### config.mk
export PLATFORM = sky130hd
export DESIGN_NAME = bcd_pulse_emitter
export DESIGN_NICKNAME = d
export VERILOG_FILES = /design/src/rtl/counter_pkg.sv /design/src/rtl/bcd_digit_down.sv /design/src/rtl/bcd_pulse_emitter.sv
export SDC_FILE = /design/constraint.sdc
export NUM_CORES = 1
export LEC_CHECK = 0
export CAP_MARGIN = 25
export CORE_ASPECT_RATIO = 1.25
export CORE_MARGIN = 10
export CORE_UTILIZATION = 39
export DETAILED_ROUTE_END_ITERATION = 12
export PLACE_DENSITY = 0.79
export REMOVE_ABC_BUFFERS = 1
export SLEW_MARGIN = 20
export SYNTH_ARGS = -nofsm -noshare
export SYNTH_HDL_FRONTEND = slang
export SYNTH_SLANG_ARGS = --single-unit
### constraint.sdc
create_clock -name clk -period 1.6 [get_ports clk]
set_input_delay 0.24 -clock clk [delete_from_list [all_inputs] [get_ports clk]]
set_output_delay 0.24 -clock clk [all_outputs]
set_load 0.1 [all_outputs]
### src/rtl/counter_pkg.sv
// Shared definitions for the BCD counter family: pulse-train FSM states,
// the largest legal decimal digit and a packed-BCD validity check.
package counter_pkg;

  typedef enum logic [1:0] {
    IDLE = 2'd0,
    HIGH = 2'd1,
    LOW  = 2'd2
  } state_e;

  localparam logic [3:0] BCD_MAX_DIGIT = 4'd9;

  // Widest packed BCD word the validity check understands.
  localparam int BCD_MAX_DIGITS = 8;

  // True when every nibble of the word is a legal decimal digit.
  // Narrower words are zero-extended by the caller; zero nibbles are legal.
  function automatic logic bcd_is_valid(input logic [4*BCD_MAX_DIGITS-1:0] word);
    logic ok;
    ok = 1'b1;
    for (int i = 0; i < BCD_MAX_DIGITS; i++) begin
      if (word[4*i +: 4] > BCD_MAX_DIGIT) begin
        ok = 1'b0;
      end
    end
    return ok;
  endfunction

endpackage

### src/rtl/bcd_digit_down.sv
// One decimal digit of a down-counter: loadable, decrements when enabled,
// wraps 0 -> 9 and raises a combinational borrow for the next digit up.
module bcd_digit_down
  import counter_pkg::*;
(
  input  logic       clk,
  input  logic       rst_n,
  input  logic       load,
  input  logic       en,
  input  logic [3:0] d,
  output logic [3:0] q,
  output logic       borrow_out
);

  logic [3:0] q_q;
  logic [3:0] q_d;

  always_comb begin
    q_d = q_q;
    if (load) begin
      q_d = d;
    end else if (en) begin
      q_d = (q_q == 4'd0) ? BCD_MAX_DIGIT : q_q - 4'd1;
    end
  end

  always_ff @(posedge clk) begin
    if (rst_n) begin
      q_q <= '0;
    end else begin
      q_q <= q_d;
    end
  end

  assign q          = q_q;
  assign borrow_out = en && (q_q == 4'd0);

endmodule

### src/rtl/bcd_pulse_emitter.sv
// Loads a packed BCD count on start and emits that many PW-wide pulses
// separated by GAP low cycles, then strobes done.
module bcd_pulse_emitter
  import counter_pkg::*;
#(
  parameter int DIGITS = 2,
  parameter int PW     = 1,
  parameter int GAP    = 1
) (
  input  logic                  clk,
  input  logic                  rst_n,
  input  logic                  start,
  input  logic [4*DIGITS-1:0]   bcd,
  input  logic                  abort,
  output logic                  pulse,
  output logic                  busy,
  output logic                  done,
  output logic                  err,
  output logic [4*DIGITS-1:0]   remaining
);

  localparam int PHASE_MAX = (PW > GAP) ? PW : GAP;
  localparam int TW        = $clog2(PHASE_MAX) + 1;
  localparam logic [TW-1:0] PW_LAST  = TW'(PW - 1);
  localparam logic [TW-1:0] GAP_LAST = TW'(GAP - 1);
  localparam logic [4*DIGITS-1:0] COUNT_ONE = (4*DIGITS)'(1);

  if (PW < 1) begin : g_bad_pw
    $error("bcd_pulse_emitter: PW must be at least 1");
  end
  if (GAP < 1) begin : g_bad_gap
    $error("bcd_pulse_emitter: GAP must be at least 1");
  end
  if (DIGITS < 1 || DIGITS > BCD_MAX_DIGITS) begin : g_bad_digits
    $error("bcd_pulse_emitter: DIGITS out of range");
  end

  state_e          state_q, state_d;
  logic [TW-1:0]   timer_q, timer_d;
  logic            pulse_q, pulse_d;
  logic            done_q, done_d;
  logic            err_q, err_d;
  logic            load;
  logic            dec;
  logic [DIGITS:0] borrow;
  logic            top_borrow_unused;
  logic [4*BCD_MAX_DIGITS-1:0] bcd_ext;

  assign bcd_ext = (4*BCD_MAX_DIGITS)'(bcd);

  // Borrow ripples upward; the top digit's borrow cannot fire on a nonzero count.
  assign borrow[0]         = dec;
  assign top_borrow_unused = borrow[DIGITS];

  for (genvar gi = 0; gi < DIGITS; gi++) begin : g_digit
    bcd_digit_down u_digit (
      .clk        (clk),
      .rst_n      (rst_n),
      .load       (load),
      .en         (borrow[gi]),
      .d          (bcd[4*gi +: 4]),
      .q          (remaining[4*gi +: 4]),
      .borrow_out (borrow[gi+1])
    );
  end

  always_comb begin
    state_d = state_q;
    timer_d = timer_q;
    pulse_d = 1'b0;
    done_d  = 1'b0;
    err_d   = 1'b0;
    load    = 1'b0;
    dec     = 1'b0;
    unique case (state_q)
      IDLE: begin
        if (start) begin
          if (!bcd_is_valid(bcd_ext)) begin
            err_d = 1'b1;
          end else if (bcd == '0) begin
            done_d = 1'b1;
          end else begin
            load    = 1'b1;
            state_d = HIGH;
            timer_d = '0;
            pulse_d = 1'b1;
          end
        end
      end
      HIGH: begin
        if (abort) begin
          state_d = IDLE;
          timer_d = '0;
        end else if (timer_q == PW_LAST) begin
          dec     = 1'b1;
          timer_d = '0;
          // A count of one is about to reach zero: this was the final pulse.
          if (remaining == COUNT_ONE) begin
            state_d = IDLE;
            done_d  = 1'b1;
          end else begin
            state_d = LOW;
          end
        end else begin
          timer_d = timer_q + 1'b1;
          pulse_d = 1'b1;
        end
      end
      LOW: begin
        if (abort) begin
          state_d = IDLE;
          timer_d = '0;
        end else if (timer_q == GAP_LAST) begin
          state_d = HIGH;
          timer_d = '0;
          pulse_d = 1'b1;
        end else begin
          timer_d = timer_q + 1'b1;
        end
      end
      default: begin
        state_d = IDLE;
        timer_d = '0;
      end
    endcase
  end

  always_ff @(posedge clk) begin
    if (rst_n) begin
      state_q <= IDLE;
      timer_q <= '0;
      pulse_q <= 1'b0;
      done_q  <= 1'b0;
      err_q   <= 1'b0;
    end else begin
      state_q <= state_d;
      timer_q <= timer_d;
      pulse_q <= pulse_d;
      done_q  <= done_d;
      err_q   <= err_d;
    end
  end

  assign pulse = pulse_q;
  assign busy  = (state_q != IDLE);
  assign done  = done_q;
  assign err   = err_q;

endmodule

# Word level (Yosys, flattened, before mapping)
# Cells that the tools add are included.
[totals] ff_bits=14 inputBits=12 out_inout_bits=12 word_cells=77
[op_classes] add_sub_neg=3 order_cmp=2 eq_ne=8 mux=43 n_bitwise=2 n_reduce_logical=12
[op_table] op="$mux 1" n=25
[op_table] op="$mux 4" n=6
[op_table] op="$mux 2" n=8
[op_table] op="$eq 8x1->1 const B" n=1
[op_table] op="$gt 4x4->1 const B" n=2
[op_table] op="$logic_not 4->1" n=2
[op_table] op="$logic_not 8->1" n=1
[op_table] op="$sub 4x1->4 const B" n=2
[op_table] op="$ne 2x2->1 const B" n=3
[op_table] op="$ne 3x3->1 const B" n=2
[op_table] op="$pmux 2 s3" n=1
[op_table] op="$reduce_bool 2->1" n=3
[op_table] op="$reduce_and 5->1" n=1
[op_table] op="$pmux 1 s2" n=2
[op_table] op="$pmux 1 s3" n=1
[op_table] op="$reduce_and 3->1" n=1
[op_table] op="$reduce_or 3->1" n=1
[op_table] op="$eq 2x1->1 const B" n=1
[op_table] op="$eq 2x2->1 const B" n=1
[op_table] op="$logic_not 2->1" n=1
[op_table] op="$not 1->1" n=2
[op_table] op="$reduce_or 2->1" n=1
[op_table] op="$add 1x1->1 const B" n=1
[op_table] op="$logic_and 1x1->1" n=1

# Depth between registers and ports, before layout
# Gate-level depths: netlist (run 1).
[depth] word_depth=9 mapped_depth=5 ltp_nobuf=4

# Cells and area by module
# From an unflattened synthesis (run 1), not the netlist that was laid out.
[hier_totals] cells_unflattened=77 hier_area_um2=693.2
[modules_own_cells] module="bcd_digit_down" instances=2 cells_each=24 area_each_um2=221.5
[modules_own_cells] module="bcd_pulse_emitter" instances=1 cells_each=29 area_each_um2=250.2

# Least setup slack after synthesis (run 1)
# OpenSTA, ideal clock, no wires.
[synth_timing] path_type="reg2reg" from="reg g_digit[0].u_digit.q_q[0]" to="reg g_digit[1].u_digit.q_q[3]" arrival_time_ns=1.909 path_slack_ns=-0.412 path_stages_with_launch=5 period_less_slack_ns=2.012 cell_sequence="dfxtp_1 -> or2_2 -> nor4_4 -> and3_2 -> a2111oi_2"
[synth_between] elab_chain_cells=3
[synth_rtl] element="start, declared" line_no="bcd_digit_down.sv:15" text="logic [3:0] q_q;"
[synth_rtl] element="start signal, assigned" line_no="bcd_digit_down.sv:31" text="q_q <= q_d;"
[synth_rtl] element="$logic_not 4->1" line_no="bcd_digit_down.sv:36" text="assign borrow_out = en && (q_q == 4'd0);"
[synth_rtl] element="$logic_and 1x1->1" line_no="bcd_digit_down.sv:36"
[synth_rtl] element="$reduce_bool 2->1 (no source line)"
[synth_rtl] element="end signal, assigned" line_no="bcd_digit_down.sv:31"
[synth_rtl] element="end, declared" line_no="bcd_digit_down.sv:15"
# Every way passes these cells.
# A chain may end at the register's enable or synchronous reset.

# Worst setup path in the final report (run 1)
[layout_timing] from="in bcd[7]" to="reg g_digit[1].u_digit.q_q[2]"
[layout_between] elab_chain_cells=8 word_cells_on_any_way=11 cone_classes="order compare (1); mux (8); reduce/logical (2)"
[layout_rtl] element="start, declared" line_no="bcd_pulse_emitter.sv:13" text="input logic [4*DIGITS-1:0] bcd,"
[layout_rtl] element="$gt 4x4->1" line_no="counter_pkg.sv:22" text="if (word[4*i +: 4] > BCD_MAX_DIGIT) begin"
[layout_rtl] element="$mux 1" line_no="counter_pkg.sv:22"
[layout_rtl] element="$mux 1" line_no="bcd_pulse_emitter.sv:77" text="if (start) begin"
[layout_rtl] element="$mux 1" line_no="bcd_pulse_emitter.sv:75" text="unique case (state_q)"
[layout_rtl] element="$mux 1 *" line_no="bcd_pulse_emitter.sv:78" text="if (!bcd_is_valid(bcd_ext)) begin"
[layout_rtl] element="$mux 1 *" line_no="bcd_pulse_emitter.sv:77"
[layout_rtl] element="$mux 1 *" line_no="bcd_pulse_emitter.sv:75"
[layout_rtl] element="$mux 4 or $reduce_bool 2->1 (tied branches)"
# Every way passes the cells marked *; elsewhere a longest branch is shown, timed or not. The select of a mux whose other input is x is not followed.

==> results.md, run 1 <==
* Critical path type: in2reg
* Crit start category: input port
* Initial core utilization at 40.4%
* Distinct cells, synth at 34
* Critical Path RT at 1770 ps
* Final period util at 101%
* Largest cells by area after synthesis: dfxtp_1 (37%), nor2_1 (5.3%), xnor2_1 (3.7%)
* Filler cells at 115
* Synth Warn # at 0
* Fin util at 77.7%
* Register area at 263 µm²
* Clk slew on worst S/H paths at 70 ps
* IO Port Bufs at 23
* Hold Vio Cnt, Final at 0
* Row cnt at 17
* Max VDD drop at 751 µV
* # setup viols final at 3
* DR WL/cell at 18.2 µm
* Worst endpoint data arrival time at 1800 ps
* Final worst path period need at 1620 ps
* Vias in the first global route at 867
* DIE HEIGHT at 67.5 µm
* Hold Worst Slack at 386 ps
* Failing checks: negative setup slack
* HPWL after DPL at 1830 µm
* Slew headroom at 54.8%
* Largest net degree at the start of global routing at 10
* Worst slack at placement at -420 ps
* GR Overflow Total at 0
* Avg Vias per Cell at 5.88
* Core area at 1740 µm²
* Max-slew violations at 0
* Initial antenna violation count at 0
* Final Skew at 4.43 ps
* Starting DRT DRC Count at 45
* Final Power at 1050 µW
* CTS root buffer: clkbuf_4
* Io pins at 24
* F_max at 616 MHz
* Leak pwr at 0.000540 µW
* RSZ-0062 raised after global routing: yes
* Clock tree sinks at 13
* Area of the multi-input gates at 503 µm²
* Setup TNS at -33.4 ps
* Total Routed Length at 2650 µm
* Power density cells at 778 nW/µm²
* CTS Buf Count at 3
* Total track usage at 13.2%
* Post-Synthesis Cells at 79
* Syn_area_per_cell at 8.92 µm²
* DRC viols at 0
* Antenna diode count at 0
* Largest area contributor in the synthesized netlist: dfxtp_1
* Synthesized cell area at 704 µm²
* Crit Path Max Fanout at 3
* GPL Wtd Cong at 0.982
* Drt pass-1 iters at 4
* Share of post-route cells with drive strength above 1 at 47.6%
* CTS max path bufs at 2
* Die span in x at 58.0 µm
* Final worst slack at -23.8 ps
* Status: complete, but fails checks
* Yosys top cell area share at 36.9%
* Die area at 3920 µm²
* Post-synthesis sequential area ratio at 36.9%
* Synthesized flop and latch total at 13
* Layout Area Growth over Synthesis at 92.4%
* Max-Cap Viols at 0
* H-tree levels at 1
* Hold Path Class: in2reg
* Layout Nets at 139
* Routed Antenna Nets at 0
* Crit end category: register
* First-pass GRT wire length at 3950 µm
* Via Count at 853
* Skew-Pair Late Insertion Delay at 280 ps
* CTS tree: yes
* Slew @ Worst Pin at 673 ps
[worst paths after layout]
path                      startpoint                       to  slack, ps  cells after the start
min reg2reg               state_q[0]               state_q[0]        580                      3
min                            abort               state_q[0]        390                      5
max                           bcd[7]  g_digit[1].u_digit.q[2]        -20                      5
max reg2reg  g_digit[1].u_digit.q[1]  g_digit[1].u_digit.q[2]         30                      4
[registers in the layout, indices dropped and copies added (netlist names)]
| register | flops |
|---|---|
| err | 1 |
| pulse | 1 |
| g_digit.u_digit.q | 8 |
| state_q | 2 |
| done | 1 |
[final cells by class]
type,instances,share of cell area (%)
Timing Repair Buffer,46,39.5
Sequential cell,13,19.4
Tap cell,19,1.75
Inverter,1,0.277
Clock buffer,4,1.94
Multi-Input combinational cell,62,37.1
[cell usage after synthesis]
cell	number
a211oi_1	2
or3b_1	1
nand3_1	1
xnor2_1	3
and3b_1	1
or2_2	2
nor4_4	1
nor4b_1	1
or3b_2	1
a2111oi_2	1
inv_1	1
a22oi_1	2
nor3_1	4
dfxtp_1	13
o221a_2	2
nor2_1	10
a21o_2	1
nor4_1	1
clkbuf_1	1
nand2_1	5
and3_2	1
nand3b_1	3
and4_1	1
a221oi_1	2
buf_4	1
and3_1	1
nor3b_1	1
a221oi_2	1
buf_6	1
a21oi_1	3
a2bb2oi_1	1
o22ai_1	2
o21ai_0	5
a31oi_1	2
[kinds of logic (layout without fill, tap and decap cells)]
family                    Yosys count  in the layout  share of synthesized area, %
AOI/OAI and AO/OA                  24             24                          25.9
xor gates and xnor gates            3              3                          3.73
buffers and inverters               4             51                          3.73
DFF                                13             13                          36.9
and+or+nand+nor                    35             35                          29.7
[metrics by stage]
stage | area [µm²] | cells
floorplan | 682 | 76
global placement | 1210 | 138
detailed placement | 1210 | 138
CTS | 1290 | 144
global route | 1360 | 145
finish | 1360 | 145
[placed cells by master (no fill, tap or decap), types with 2 or more instances in the layout]
master and instances:
dfxtp_2 2, a211oi_1 2, or3b_4 2, clkdlybuf4s50_1 9, a21oi_1 3, dlymetal6s2s_1 2
o21ai_0 3, nand3b_1 3, buf_6 2, a31oi_1 2, nor2_1 9, buf_12 12
a221oi_2 2, nand2_1 4, xnor2_1 2, nor3_1 3, buf_4 21, o22ai_1 2
or2_2 2, a22oi_1 2, dfxtp_1 11, o21ai_1 2, clkbuf_4 3
[per-layer routing]
layer	vias to the layer above	wire (µm)	global-route usage, %
met2	49	1260	21.6
met5	-	0	0
met4	0	129	11.8
met3	11	276	5.63
met1	393	976	12.5
li1	400	-	-
[where the power goes]
part	internal, µW	switching [µW]	leakage [µW]
Sequential	345	31.5	0.000107
Combinational	199	273	0.000418
Clock	96.9	109	0.0000150
Total	640	413	0.000540
[worst max-delay path, stage by stage]
cell             delay (ps)
clkdlybuf4s50_1         460
nor4_2                  380
nand3_2                 200
a21o_4                  270
o221a_2                 240
[repair_timing]
item	CTS	global route
setup endpoints to repair	10	10
hold buffers	0	0
gates resized for setup	12	12
setup buffers	2	1
pin swaps	2	3
No activity file was read; power rests on OpenSTA's default activity.
==> run 2, diff against run 1 <==
- clock period: 1.6 -> 1.4 ns (I/O delays scaled with it)
==> run 2 against run 1 <==
- the run still ends with negative setup slack left
- wire length rose by 4.0%
- global-route usage rose by 1.2 points
- sequential share of layout area fell by 0.62 points
- register-to-register slack got worse by 230 ps
- non-clock buffer count rose by 4
- final cell count rose by 2.8%
- via count rose by 4.7%
- count of clock-buffer cells in the layout did not move
- largest cell class unchanged
==> results.md, run 2 (synthesized netlist as in run 1, its figures left out) <==
* Vias in the first global route at 893
* Routed Antenna Nets at 0
* Status: complete, but fails checks
* Worst endpoint data arrival time at 1860 ps
* Hold Path Class: in2reg
* Final period util at 120%
* CP max-delay cell: clkdlybuf4s50_1
* Die area at 3920 µm²
* Crit path cell chain: clkdlybuf4s50_1 -> nor4_2 -> nand3_1 -> a21o_2 -> o221a_2
* Share of post-route cells with drive strength above 1 at 53.8%
* Critical Path RT at 1580 ps
* Hold_sp: start
* Antenna diode count at 0
* Crit path largest cell delay at 470 ps
* Setup TNS at -1880 ps
* Slew @ Worst Pin at 541 ps
* Max-Cap Viols at 0
* Crit end category: register
* Power density cells at 879 nW/µm²
* Cell depth of the worst flop-to-flop path at 6
* Worst R2R End: g_digit[1].u_digit.q[1]
* RSZ-0062 raised after global routing: yes
* IO Port Bufs at 23
* Max VDD drop at 647 µV
* Slew headroom at 63.6%
* R2r setup slk at -200 ps
* F_max at 596 MHz
* Max FFs per register at 8
* Max-slew violations at 0
* H-tree levels at 1
* GR Overflow Total at 0
* Initial core utilization at 40.4%
* Hold EP: err
* Io pins at 24
* GPL Wtd Cong at 0.928
* Critical path type: in2reg
* DIE HEIGHT at 67.5 µm
* Total track usage at 14.4%
* Final Skew at 1.72 ps
* Initial antenna violation count at 0
* Final worst slack at -277 ps
* Drt pass-1 iters at 4
* Starting DRT DRC Count at 42
* # setup viols final at 12
* Avg Vias per Cell at 5.99
* Clk slew on worst S/H paths at 80 ps
* Final worst path period need at 1680 ps
* Worst slack at placement at -596 ps
* Die span in x at 58.0 µm
* Core area at 1740 µm²
* Leading cell type in the layout, fill and taps excluded: buf_4
* Largest net degree at the start of global routing at 12
* CTS tree: yes
* DR WL/cell at 18.5 µm
* Layout Nets at 143
* Failing checks: negative setup slack
* Leak pwr at 0.000549 µW
* Via Count at 893
* Row cnt at 17
* Most frequent cells in the layout: buf_4 (21), buf_12 (12), dfxtp_1 (11)
* Critical path origin: bcd[7]
* Total Routed Length at 2750 µm
* CTS max path bufs at 2
* Layout Area Growth over Synthesis at 98.8%
* Clock tree sinks at 13
* Critical R2R Launch: state_q[0]
* CTS Buf Count at 3
* First-pass GRT wire length at 4370 µm
* Hold Vio Cnt, Final at 0
* CTS root buffer: clkbuf_4
* HPWL after DPL at 1900 µm
* Crit start category: input port
* DRC viols at 0
* Hold path cells at 4
* Skew-Pair Late Insertion Delay at 280 ps
* Crit Path Max Fanout at 3
[run 2: per-stage QoR]
step                      instances  instance area (µm²)  power (µW)  utilization, %  hold WS (ps)
after floorplan                  76                  682         700               -           276
after global placement          143                 1240         940            71.3           577
after detailed placement        143                 1240         947            71.3           610
after CTS                       149                 1360        1210            78.1           529
after global routing            149                 1400        1280            80.3           552
final                           149                 1400        1230            80.3           543
[run 2: what timing repair did]
item	CTS	global route
endpoints found under the setup margin	12	12
hold buffers	0	0
pin swaps	11	2
buffers inserted	2	1
gates resized for setup	22	9
[run 2: area by class of cell]
type / count / area (µm²)
repair buffers: 50 / 574
multi-input cells: 62 / 509
fillers: 106 / 344
flip-flops and latches: 13 / 263
clock buffers: 4 / 26.3
well taps: 19 / 23.8
inverters: 1 / 3.75
[run 2: worst max-delay path by stage]
| stage | cells after the start | slack (ps) | end |
|---|---|---|---|
| 3_5_place_dp | 6 | -600 | g_digit[0].u_digit.q[3] |
| 3_3_place_gp | 6 | -570 | g_digit[0].u_digit.q[3] |
| 4_1_cts | 5 | -200 | g_digit[1].u_digit.q[0] |
| 6_report | 5 | -280 | g_digit[1].u_digit.q[1] |
| 2_1_floorplan | 4 | -610 | g_digit[1].u_digit.q[3] |
| 5_1_grt | 5 | -290 | g_digit[1].u_digit.q[1] |
[run 2: report_power, final]
part | internal (µW) | total (µW) | switching, µW
combinational | 242 | 573 | 331
sequential | 394 | 417 | 22.9
clock | 111 | 240 | 129
total | 747 | 1230 | 483
[run 2: worst max-delay path, delay by kind of cell]
family | cells | cell delay, ps
AND/OR/NAND/NOR | 2 | 650
buffers and inverters | 1 | 470
AO/OA/AOI/OAI | 2 | 520
[run 2: metal layers]
layer  part of all wire [%]  GRT usage, %  wire length (µm)  vias up
li1                       -             -                 -      407
met5                      0             0                 0        -
met4                    4.2          9.71               116        0
met1                     40          14.7              1090      418
met3                    9.9          5.82               271       11
met2                     46          23.8              1270       57
